<file path="src/rtl/mem_access_unit.sv">
// MEM stage of the 5-stage MIPS pipeline: data-memory access over req/ack with wait states,
// branch resolution and the MEM/WB register.
module mem_access_unit #(
    parameter int unsigned TIMEOUT = 16
) (
    input  logic        clk,
    input  logic        rst_n,
    input  logic        read_dmem_MEM,
    input  logic        write_dmem_MEM,
    input  logic [31:0] alu_result_MEM,
    input  logic [31:0] regf_rdata2_MEM,
    input  logic        write_regf_MEM,
    input  logic        mem_to_reg_MEM,
    input  logic [4:0]  waddr_regf_MEM,
    input  logic        zero_MEM,
    input  logic        is_branch_MEM,
    input  logic [31:0] pc_temp_MEM,
    output logic        dmem_req,
    output logic        dmem_we,
    output logic [31:0] dmem_addr,
    output logic [31:0] dmem_wdata,
    input  logic        dmem_ack,
    input  logic [31:0] dmem_rdata,
    output logic        mem_stall,
    output logic        pc_src,
    output logic [31:0] branch_target,
    output logic        mem_err,
    output logic        write_regf_WB,
    output logic        mem_to_reg_WB,
    output logic [4:0]  waddr_regf_WB,
    output logic [31:0] alu_result_WB,
    output logic [31:0] dmem_rdata_WB
);

    localparam int unsigned CntW = $clog2(TIMEOUT);

    typedef enum logic [1:0] {
        StIdle,
        StBusy,
        StResp
    } state_e;

    state_e            r_state;
    logic [CntW-1:0]   r_cnt;
    logic              r_abort;
    logic [31:0]       r_rdata;
    logic              r_lat_wreg;
    logic              r_lat_m2r;
    logic [4:0]        r_lat_waddr;
    logic [31:0]       r_lat_alu;

    logic              w_access;
    logic              w_misaligned;
    logic              w_timeout;

    always_comb begin
        w_access     = read_dmem_MEM | write_dmem_MEM;
        w_misaligned = alu_result_MEM[1:0] != 2'b00;
        w_timeout    = r_cnt == CntW'(TIMEOUT - 1);
        mem_stall    = (r_state == StBusy) ||
                       ((r_state == StIdle) && w_access && !w_misaligned);
        pc_src        = is_branch_MEM & zero_MEM;
        branch_target = pc_temp_MEM;
    end

    always_ff @(posedge clk or negedge rst_n) begin
        if (!rst_n) begin
            r_state       <= StIdle;
            r_cnt         <= '0;
            r_abort       <= 1'b0;
            r_rdata       <= '0;
            r_lat_wreg    <= 1'b0;
            r_lat_m2r     <= 1'b0;
            r_lat_waddr   <= '0;
            r_lat_alu     <= '0;
            dmem_req      <= 1'b0;
            dmem_we       <= 1'b0;
            dmem_addr     <= '0;
            dmem_wdata    <= '0;
            mem_err       <= 1'b0;
            write_regf_WB <= 1'b0;
            mem_to_reg_WB <= 1'b0;
            waddr_regf_WB <= '0;
            alu_result_WB <= '0;
            dmem_rdata_WB <= '0;
        end else begin
            mem_err <= 1'b0;
            unique case (r_state)
                StIdle: begin
                    if (w_access && !w_misaligned) begin
                        r_lat_wreg  <= write_regf_MEM;
                        r_lat_m2r   <= mem_to_reg_MEM;
                        r_lat_waddr <= waddr_regf_MEM;
                        r_lat_alu   <= alu_result_MEM;
                        dmem_addr   <= alu_result_MEM;
                        dmem_wdata  <= regf_rdata2_MEM;
                        dmem_we     <= write_dmem_MEM;
                        dmem_req    <= 1'b1;
                        r_cnt       <= '0;
                        r_abort     <= 1'b0;
                        r_state     <= StBusy;
                    end else begin
                        // Misaligned accesses retire like a bubble that reports an error.
                        write_regf_WB <= write_regf_MEM & ~w_access;
                        mem_to_reg_WB <= mem_to_reg_MEM;
                        waddr_regf_WB <= waddr_regf_MEM;
                        alu_result_WB <= alu_result_MEM;
                        dmem_rdata_WB <= '0;
                        mem_err       <= w_access;
                    end
                end
                StBusy: begin
                    r_cnt <= r_cnt + 1'b1;
                    if (dmem_ack) begin
                        r_rdata  <= dmem_rdata;
                        dmem_req <= 1'b0;
                        r_state  <= StResp;
                    end else if (w_timeout) begin
                        r_rdata  <= '0;
                        r_abort  <= 1'b1;
                        dmem_req <= 1'b0;
                        r_state  <= StResp;
                    end
                end
                StResp: begin
                    write_regf_WB <= r_lat_wreg & ~r_abort;
                    mem_to_reg_WB <= r_lat_m2r;
                    waddr_regf_WB <= r_lat_waddr;
                    alu_result_WB <= r_lat_alu;
                    dmem_rdata_WB <= r_rdata;
                    mem_err       <= r_abort;
                    r_state       <= StIdle;
                end
                default: r_state <= StIdle;
            endcase
        end
    end

endmodule

</file>
<file path="config.mk">
export PLATFORM = sky130hd
export DESIGN_NAME = mem_access_unit
export DESIGN_NICKNAME = d
export VERILOG_FILES = /design/src/rtl/mem_access_unit.sv
export SDC_FILE = /design/constraint.sdc
export NUM_CORES = 1
export LEC_CHECK = 0
export CAP_MARGIN = 25
export CORE_ASPECT_RATIO = 1.1
export CORE_MARGIN = 2
export CORE_UTILIZATION = 27
export DETAILED_ROUTE_END_ITERATION = 10
export SYNTH_ARGS = -nofsm -noshare
export SYNTH_HDL_FRONTEND = slang
export SYNTH_SLANG_ARGS = --single-unit
</file>
<file path="constraint.sdc">
create_clock -name clk -period 1.9 [get_ports clk]
set_input_delay 0.38 -clock clk [delete_from_list [all_inputs] [get_ports clk]]
set_output_delay 0.38 -clock clk [all_outputs]
set_load 0.1 [all_outputs]
</file>
* After elaboration in Yosys (flattened, before gate mapping) *
Index checks and enable logic that the tools add are counted.

word-level totals
  register bits = 184
  logic and storage cells = 77

operators by class
  $add $sub $neg = 1
  eq/ne operators = 8
  multiplexer cells = 28
  bitwise gates (word level) = 6
  reduce and logical (&&, ||, !) cells = 17

operators with widths
  operator               number
  $mux W32               4
  $pmux W32 S2           2
  $pmux W1 S2            5
  $pmux W5 S2            1
  $reduce_and A2 Y1      5
  $mux W1                9
  $pmux W4 S2            1
  $reduce_bool A2 Y1     4
  $mux W2                3
  $ne A2 B2 Y1 const B   3
  $mux W5                1
  $add A4 B1 Y4 const B  1
  $eq A4 B4 Y1 const B   1
  $mux W4                1
  $pmux W2 S2            1
  $reduce_and A4 Y1      1
  $and A1 B1 Y1          3
  $logic_and A1 B1 Y1    3
  $ne A3 B3 Y1 const B   1
  $reduce_and A3 Y1      1
  $eq A2 B1 Y1 const B   1
  $eq A2 B2 Y1 const B   1
  $logic_not A2 Y1       1
  $ne A2 B1 Y1 const B   1
  4 further kinds        5

* Logic depth before layout (Yosys ltp) *
Gate-level depths: netlist of the first run.

  depth after elaboration = 5
  mapped depth = 6
  gate-level depth less buffers = 4

* Worst setup path after synthesis of the first run *
No wires, ideal clock.

  path kind = register to register
  start = reg r_state[1]
  end = reg r_cnt[0]
  data arrival time = 3.303 ns
  data required time = 1.637 ns
  path slack = -1.666 ns
  stages on the path, launching flop included = 5
  clock period less this slack = 3.566 ns
  cell sequence = dfrtp_1 > buf_2 > or2_1 > o31ai_1 > mux2i_1

between the ends
  cells in the longest elaborated chain, start to end = 3
  elaborated cells between the ends (all ways) = 6

ends and longest elaborated chain
  what                                                                        line  text
  start: declaration                                                          43    state_e r_state;
  start signal: assignment                                                    68    r_state <= StIdle;
  start signal: assignment                                                    101   r_state <= StBusy;
  start signal: assignment                                                    117   r_state <= StResp;
  $logic_not A2 Y1 / $eq A2 B1 Y1 (equally long branches)                     88    unique case (r_state)
  $ne A2 B1 Y1 (no source line) / $reduce_bool A2 Y1 (equally long branches)  -
  $reduce_and A2 Y1 (no source line)                                          -
  end signal: assignment                                                      113   r_cnt <= r_cnt + 1'b1;
  end: declaration                                                            44    logic [CntW-1:0] r_cnt;

Parallel ways exist; a longest one is shown, timed or not.
A chain may end at the register's enable or synchronous reset.

* Final worst setup path of the first run *
  start = in alu_result_MEM[0]
  end = out mem_stall

between the ends
  cells in the longest elaborated chain, start to end = 4

ends and longest elaborated chain
  what                 line  text
  start: declaration   10    input logic [31:0] alu_result_MEM,
  $reduce_bool A2 Y1   58    w_misaligned = alu_result_MEM[1:0] != 2'b00;
  $logic_not A1 Y1     61    ((r_state == StIdle) && w_access && !w_misaligned);
  $logic_and A1 B1 Y1  61
  $logic_or A1 B1 Y1   60    mem_stall = (r_state == StBusy) ||
  end: declaration     24    output logic mem_stall,

Every way passes these cells.

==> impl_metrics.env, run 1 <==
export IMPL_syn_to_final_growth_pct=46.7
export IMPL_antenna_found_initial=1
export IMPL_ant_nets=0
export IMPL_dp_hpwl_um=13100
export IMPL_numPlacedInstances=1078
export IMPL_critPathLaunchType="primary input"
export IMPL_crit_path_top_delay_cell="o31ai_4"
export IMPL_p_sw_share_pct=46.9
export IMPL_synth_edf_count=0
export IMPL_combPwrFrac_pct=46.4
export IMPL_multi_input_area_um2=2520
export IMPL_cts_tree="done"
export IMPL_final_cell_mix="184 x dfrtp_1, 133 x buf_4, 125 x mux2_2"
export IMPL_hp_class="in -> reg"
export IMPL_min_from="write_dmem_MEM"
export IMPL_synth_cell_types=30
export IMPL_worstPathCellList="dlygate4sd2_1 > or2_4 > buf_4 > o31ai_4 > buf_12"
export IMPL_insertion_delay_ns=0.42
export IMPL_maxCapViolCount=0
export IMPL_viasPerCell=4.49
export IMPL_instances_no_fill=1114
export IMPL_ys_seq_elements=184
export IMPL_clock_fmax_ghz=0.502
export IMPL_cts_buffers=17
export IMPL_clk_pin_slew_ns=0.07
export IMPL_setup_violations=1
export IMPL_vdd_drop_max_v=0.000700
export IMPL_crit_path_max_fanout=3
export IMPL_fin_skew_ns=0.0100
export IMPL_cts_sinks=184
export IMPL_setup_tns_ns=-0.0909
export IMPL_syn_nets=644
export IMPL_drtPass1Iterations=4
export IMPL_final_common_cell="dfrtp_1"
export IMPL_core_rowCount=64
export IMPL_worstSetupEndpointType="primary output"
export IMPL_worstMarginPinSlew_ns=0.489
export IMPL_drv_slew=0
export IMPL_wl_um=18600
export IMPL_slowest_delay_ns=0.33
export IMPL_post_route_min_period_ns=1.99
export IMPL_grt_overflow=0
export IMPL_drtIter0Drc=179
export IMPL_synth_ff_type="dfrtp_1"
export IMPL_port_buffers=249
export IMPL_grt_pass1_wl_um=29000
export IMPL_cp_arrival_ns=1.61
export IMPL_grt_max_degree=53
export IMPL_num_antenna_cells=0
export IMPL_hold_violations=0
export IMPL_synth_cells=501
export IMPL_seq_area_um2=4600
export IMPL_r2r_end="r_lat_alu[17]"
export IMPL_pwr_share_clk_pct=21.5
export IMPL_r2r_cells=5
export IMPL_critPathKind="in -> out"
export IMPL_syn_area_um2=7540
export IMPL_grtUsageTotal_pct=12.8
export IMPL_power_density_nw_per_um2=1540
export IMPL_holdPathStages=2
export IMPL_yosysSeqAreaShare_pct=61.0
export IMPL_fin_ws_ns=-0.0909
export IMPL_dieArea_um2=29300
export IMPL_status="finished with violations"
export IMPL_final_layout_size_suffix_gt1_share_pct=45.1
export IMPL_finalCritPeriodShare_pct=105
export IMPL_cp_required_ns=1.52
export IMPL_fp_dieH_um=179
export IMPL_grt_setup_unrepaired="yes"
export IMPL_dr_total_vias=4999
export IMPL_drt_wirelength_per_cell_um=16.7
export IMPL_core_um2=27600
export IMPL_async_flop_share_pct=100
export IMPL_hold_path_endpoint="dmem_we"
export IMPL_root_buffer="clkbuf_16"
export IMPL_ios=314
export IMPL_p_leak_nw=4.94
export IMPL_fp_dieW_um=163
export IMPL_clock_path_buffers=2
export IMPL_htree_levels=4
export IMPL_p_sw_w=0.00799
export IMPL_ys_warn_count=0
export IMPL_fin_nets=881
export IMPL_place_congestion=0.718
export IMPL_syn_avg_cell_area_um2=15.1
export IMPL_intPower_w=0.00906
export IMPL_timing_rr_start="r_state[1]"
export IMPL_relSlewSlack_pct=67.4
export IMPL_place_ws_ns=-0.443
export IMPL_ff2ff_setup_slack_ns=0.12
export IMPL_grt_pass1_vias=5343
export IMPL_route_detailed_drc=0
export IMPL_start_util_pct=27.3
export IMPL_nFillCells=2624
export IMPL_p_seq_share_pct=32.1
export IMPL_failed_checks="negative setup slack"
-- cell usage after synthesis, types with 4 or more instances --
| library cell | n | area share, % |
|---|---|---|
| buf_2 | 10 | 0.66 |
| and2_1 | 4 | 0.33 |
| inv_1 | 4 | 0.20 |
| clkbuf_1 | 10 | 0.50 |
| dfrtp_1 | 184 | 61 |
| buf_6 | 7 | 1.0 |
| nor2b_1 | 4 | 0.33 |
| buf_4 | 36 | 3.6 |
| mux2_2 | 125 | 19 |
| a22o_1 | 65 | 7.5 |
| mux2_1 | 21 | 3.1 |
-- state kept, by name, summed over array words and instances (netlist names), 2 cells and up --
register and cells:
alu_result_WB 32, dmem_rdata_WB 32, dmem_wdata 32, r_cnt 4, r_lat_alu 32, r_lat_waddr 5
r_rdata 32, r_state 2, waddr_regf_WB 5
-- critical path, delay by kind of cell --
kind                   cells  cell delay [ns]
and+or+nand+nor            1             0.27
AOI/OAI and AO/OA          1             0.33
buffers and inverters      3             0.62
-- layout make-up --
class                           count  share of cell area [%]
Clock buffer                       18                    3.97
Tap cell                          363                    4.11
Sequential cell                   184                    41.6
Multi-Input combinational cell    250                    22.8
Timing Repair Buffer              281                    25.9
Inverter                            4                   0.136
Clock inverter                     14                    1.44
-- layer usage --
metal	global-route usage, %	share of wire, %	vias to the layer above
met5	0	0.086	-
met2	21.0	49	174
met4	3.32	0.76	2
met3	4.42	7.4	13
met1	16.1	43	2553
li1	-	-	2257
-- stage by stage --
| step | area [um2] | total power (W) | util, % | hold slack (ns) |
|---|---|---|---|---|
| floorplan | 7570 | 0.0116 | - | 0.0844 |
| global placement | 10400 | 0.0135 | 37.7 | 0.386 |
| detailed placement | 10400 | 0.0135 | 37.7 | 0.382 |
| CTS | 11100 | 0.0173 | 40.0 | 0.470 |
| global route | 11100 | 0.0178 | 40.0 | 0.305 |
| finish | 11100 | 0.0171 | 40.0 | 0.319 |
-- what timing repair did --
action | in CTS | in global routing
endpoints found under the hold margin | 45 | 0
hold buffers | 1 | 0
gates resized for setup | 5 | 4
endpoints found under the setup margin | 1 | 1
pin swaps | 3 | 1
buffers inserted | 3 | 0
-- worst max path at each step --
| stage | from | end | slack [ns] |
|---|---|---|---|
| after detailed placement | alu_result_MEM[1] | alu_result_WB[28] | -0.44 |
| after floorplan | r_state[1] | mem_stall | -0.14 |
| after CTS | r_state[1] | mem_stall | -0.17 |
| after global placement | alu_result_MEM[1] | alu_result_WB[25] | -0.42 |
| final | alu_result_MEM[0] | mem_stall | -0.09 |
| after global routing | r_state[1] | mem_stall | -0.15 |
-- power by group through the flow --
stage	Combinational [W]	Sequential [W]	Clock (W)
CTS	0.00799	0.00548	0.00381
global placement	0.00792	0.00553	0
global route	0.00819	0.00562	0.00397
detailed placement	0.00798	0.00555	0
floorplan	0.00160	0.0100	0
finish	0.00792	0.00547	0.00366
-- cells by family (layout without fill, tap and decap cells) --
| family | count (synthesis) | count (layout) | share of synthesized area (%) |
|---|---|---|---|
| AND/OR/NAND/NOR | 24 | 24 | 1.97 |
| AO/OA/AOI/OAI | 76 | 76 | 8.64 |
| adder cells (fa/ha/maj) | 1 | 1 | 0.166 |
| multiplexers | 149 | 149 | 22.2 |
| flip-flops | 184 | 184 | 61.0 |
| buffers and inverters | 67 | 317 | 5.99 |
Note: power is estimated with default switching activity, not from simulation.
==> run 2: changes to the inputs <==
Settings changed: GPL_TIMING_DRIVEN set to 0.
==> run 2 against run 1 <==
First-iteration DRC count rose by 37%. Clock-buffer cell count decreased by 1. Utilization up 3.0 points. Via count is 4.1% higher. Highest routed layer is now met4. Total power rose by 1.2%. Cell count rose by 6.8%. Wire length up 4.9%. The flow still finishes with violations (negative setup slack). Maximum frequency fell by 2.3%. Combinational power rose by 3.7%. Critical path depth is 1 lower. Largest cell class unchanged.
==> impl_metrics.env, run 2 (same netlist as run 1, synthesis figures left out) <==
export IMPL_status="finished with violations"
export IMPL_failed_checks="negative setup slack"
export IMPL_cts_tree="done"
export IMPL_finalCritPeriodShare_pct=107
export IMPL_critPathLaunchType="register"
export IMPL_fin_nets=955
export IMPL_htree_levels=4
export IMPL_grt_setup_unrepaired="yes"
export IMPL_worstMarginPinSlew_ns=0.962
export IMPL_core_um2=27600
export IMPL_grt_pass1_vias=5364
export IMPL_fin_skew_ns=0.0135
export IMPL_viasPerCell=4.37
export IMPL_setup_violations=28
export IMPL_final_cell_mix="183 x dfrtp_1, 139 x clkdlybuf4s15_2, 118 x mux2_2"
export IMPL_final_common_cell="dfrtp_1"
export IMPL_clock_path_buffers=2
export IMPL_place_area_um2=10900
export IMPL_dp_hpwl_um=14000
export IMPL_instances_no_fill=1190
export IMPL_grtUsageTotal_pct=13.3
export IMPL_start_util_pct=27.3
export IMPL_finalPower_w=0.0173
export IMPL_ant_nets=0
export IMPL_hold_violations=0
export IMPL_drtPass1Iterations=4
export IMPL_grt_max_degree=99
export IMPL_finalInstanceArea_um2=11900
export IMPL_clock_fmax_ghz=0.491
export IMPL_vdd_drop_max_v=0.000723
export IMPL_worstSetupEndpointType="primary output"
export IMPL_drv_slew=0
export IMPL_port_buffers=281
export IMPL_cp_required_ns=1.52
export IMPL_maxCapViolCount=0
export IMPL_root_buffer="clkbuf_16"
export IMPL_dr_total_vias=5203
export IMPL_fp_dieH_um=179
export IMPL_numPlacedInstances=1146
export IMPL_core_rowCount=64
export IMPL_drtIter0Drc=246
export IMPL_fin_ws_ns=-0.138
export IMPL_cts_buffers=17
export IMPL_cp_arrival_ns=1.66
export IMPL_final_util_pct=43.1
export IMPL_nFillCells=2609
export IMPL_hp_class="in -> reg"
export IMPL_final_layout_size_suffix_gt1_share_pct=46.2
export IMPL_fp_dieW_um=163
export IMPL_grt_overflow=0
export IMPL_syn_to_final_growth_pct=57.7
export IMPL_cts_sinks=184
export IMPL_place_congestion=0.723
export IMPL_insertion_delay_ns=0.43
export IMPL_ios=314
export IMPL_crit_path_max_fanout=4
export IMPL_dieArea_um2=29300
export IMPL_antenna_found_initial=1
export IMPL_clk_pin_slew_ns=0.08
export IMPL_wl_um=19500
export IMPL_route_detailed_drc=0
export IMPL_worst_hold_slack_ns=0.387
export IMPL_p_leak_nw=5.16
export IMPL_relSlewSlack_pct=36.1
export IMPL_post_route_min_period_ns=2.04
export IMPL_grt_pass1_wl_um=30000
export IMPL_critPathKind="reg -> out"
export IMPL_power_density_nw_per_um2=1450
export IMPL_drt_wirelength_per_cell_um=16.4
[run 2: through the flow]
| stage | setup WS [ns] | TNS (ns) |
|---|---|---|
| after floorplan | -0.143 | -0.314 |
| after global placement | -7.64 | -1507.21 |
| after detailed placement | -1.18 | -109.89 |
| after CTS | -0.292 | -0.292 |
| after global routing | -0.201 | -5.23 |
| final | -0.138 | -0.669 |
[run 2: area by class of cell]
type,count,area [um2],area share [%]
clock buffers,17,425,3.58
diodes,2,5.00,0.0421
multi-input cells,250,2570,21.6
inverters,4,15.0,0.126
well taps,363,454,3.82
flip-flops and latches,184,4610,38.7
repair buffers,292,3110,26.1
clock inverters,15,164,1.38
plain buffers,63,547,4.60
[run 2: path summary, 6_finish.rpt]
kind | startpoint | slack [ns] | cells after the start | to
worst min-delay path | alu_result_MEM[0] | 0.39 | 3 | alu_result_WB[0]
max in group asynchronous | rst_n | 0.44 | 3 | alu_result_WB[7]
min in group asynchronous | rst_n | 0.51 | 2 | r_rdata[18]
worst min register to register | r_cnt[3] | 0.47 | 1 | r_cnt[3]
worst max-delay path | r_state[1] | -0.14 | 4 | mem_stall
worst max register to register | r_state[1] | -0.04 | 7 | dmem_wdata[30]
[run 2: repair_timing]
| action | in CTS | in global routing |
|---|---|---|
| cloned | 0 | 1 |
| buffers inserted | 4 | 4 |
| setup endpoints to repair | 343 | 66 |
| hold buffers | 1 | 0 |
| pin swaps | 2 | 2 |
| resized for setup | 472 | 44 |
| endpoints found under the hold margin | 75 | 0 |
[run 2: critical path, cell delays in order (launching register included)]
cell,delay (ns)
dfrtp_1,0.38
buf_6,0.12
or2_4,0.25
o31ai_4,0.26
buf_12,0.22
[run 2: report_power, final]
part	switching (W)	internal (W)	total (W)
combinational	0.00606	0.00215	0.00821
clock	0.00167	0.00197	0.00364
sequential	0.000540	0.00487	0.00541
[run 2: per-layer routing]
| layer | share of wire (%) | GRT usage (%) |
|---|---|---|
| met1 | 43 | 16.6 |
| met2 | 48 | 21.5 |
| met3 | 8.8 | 5.11 |
| met4 | 0.83 | 3.76 |
| met5 | 0 | 0 |
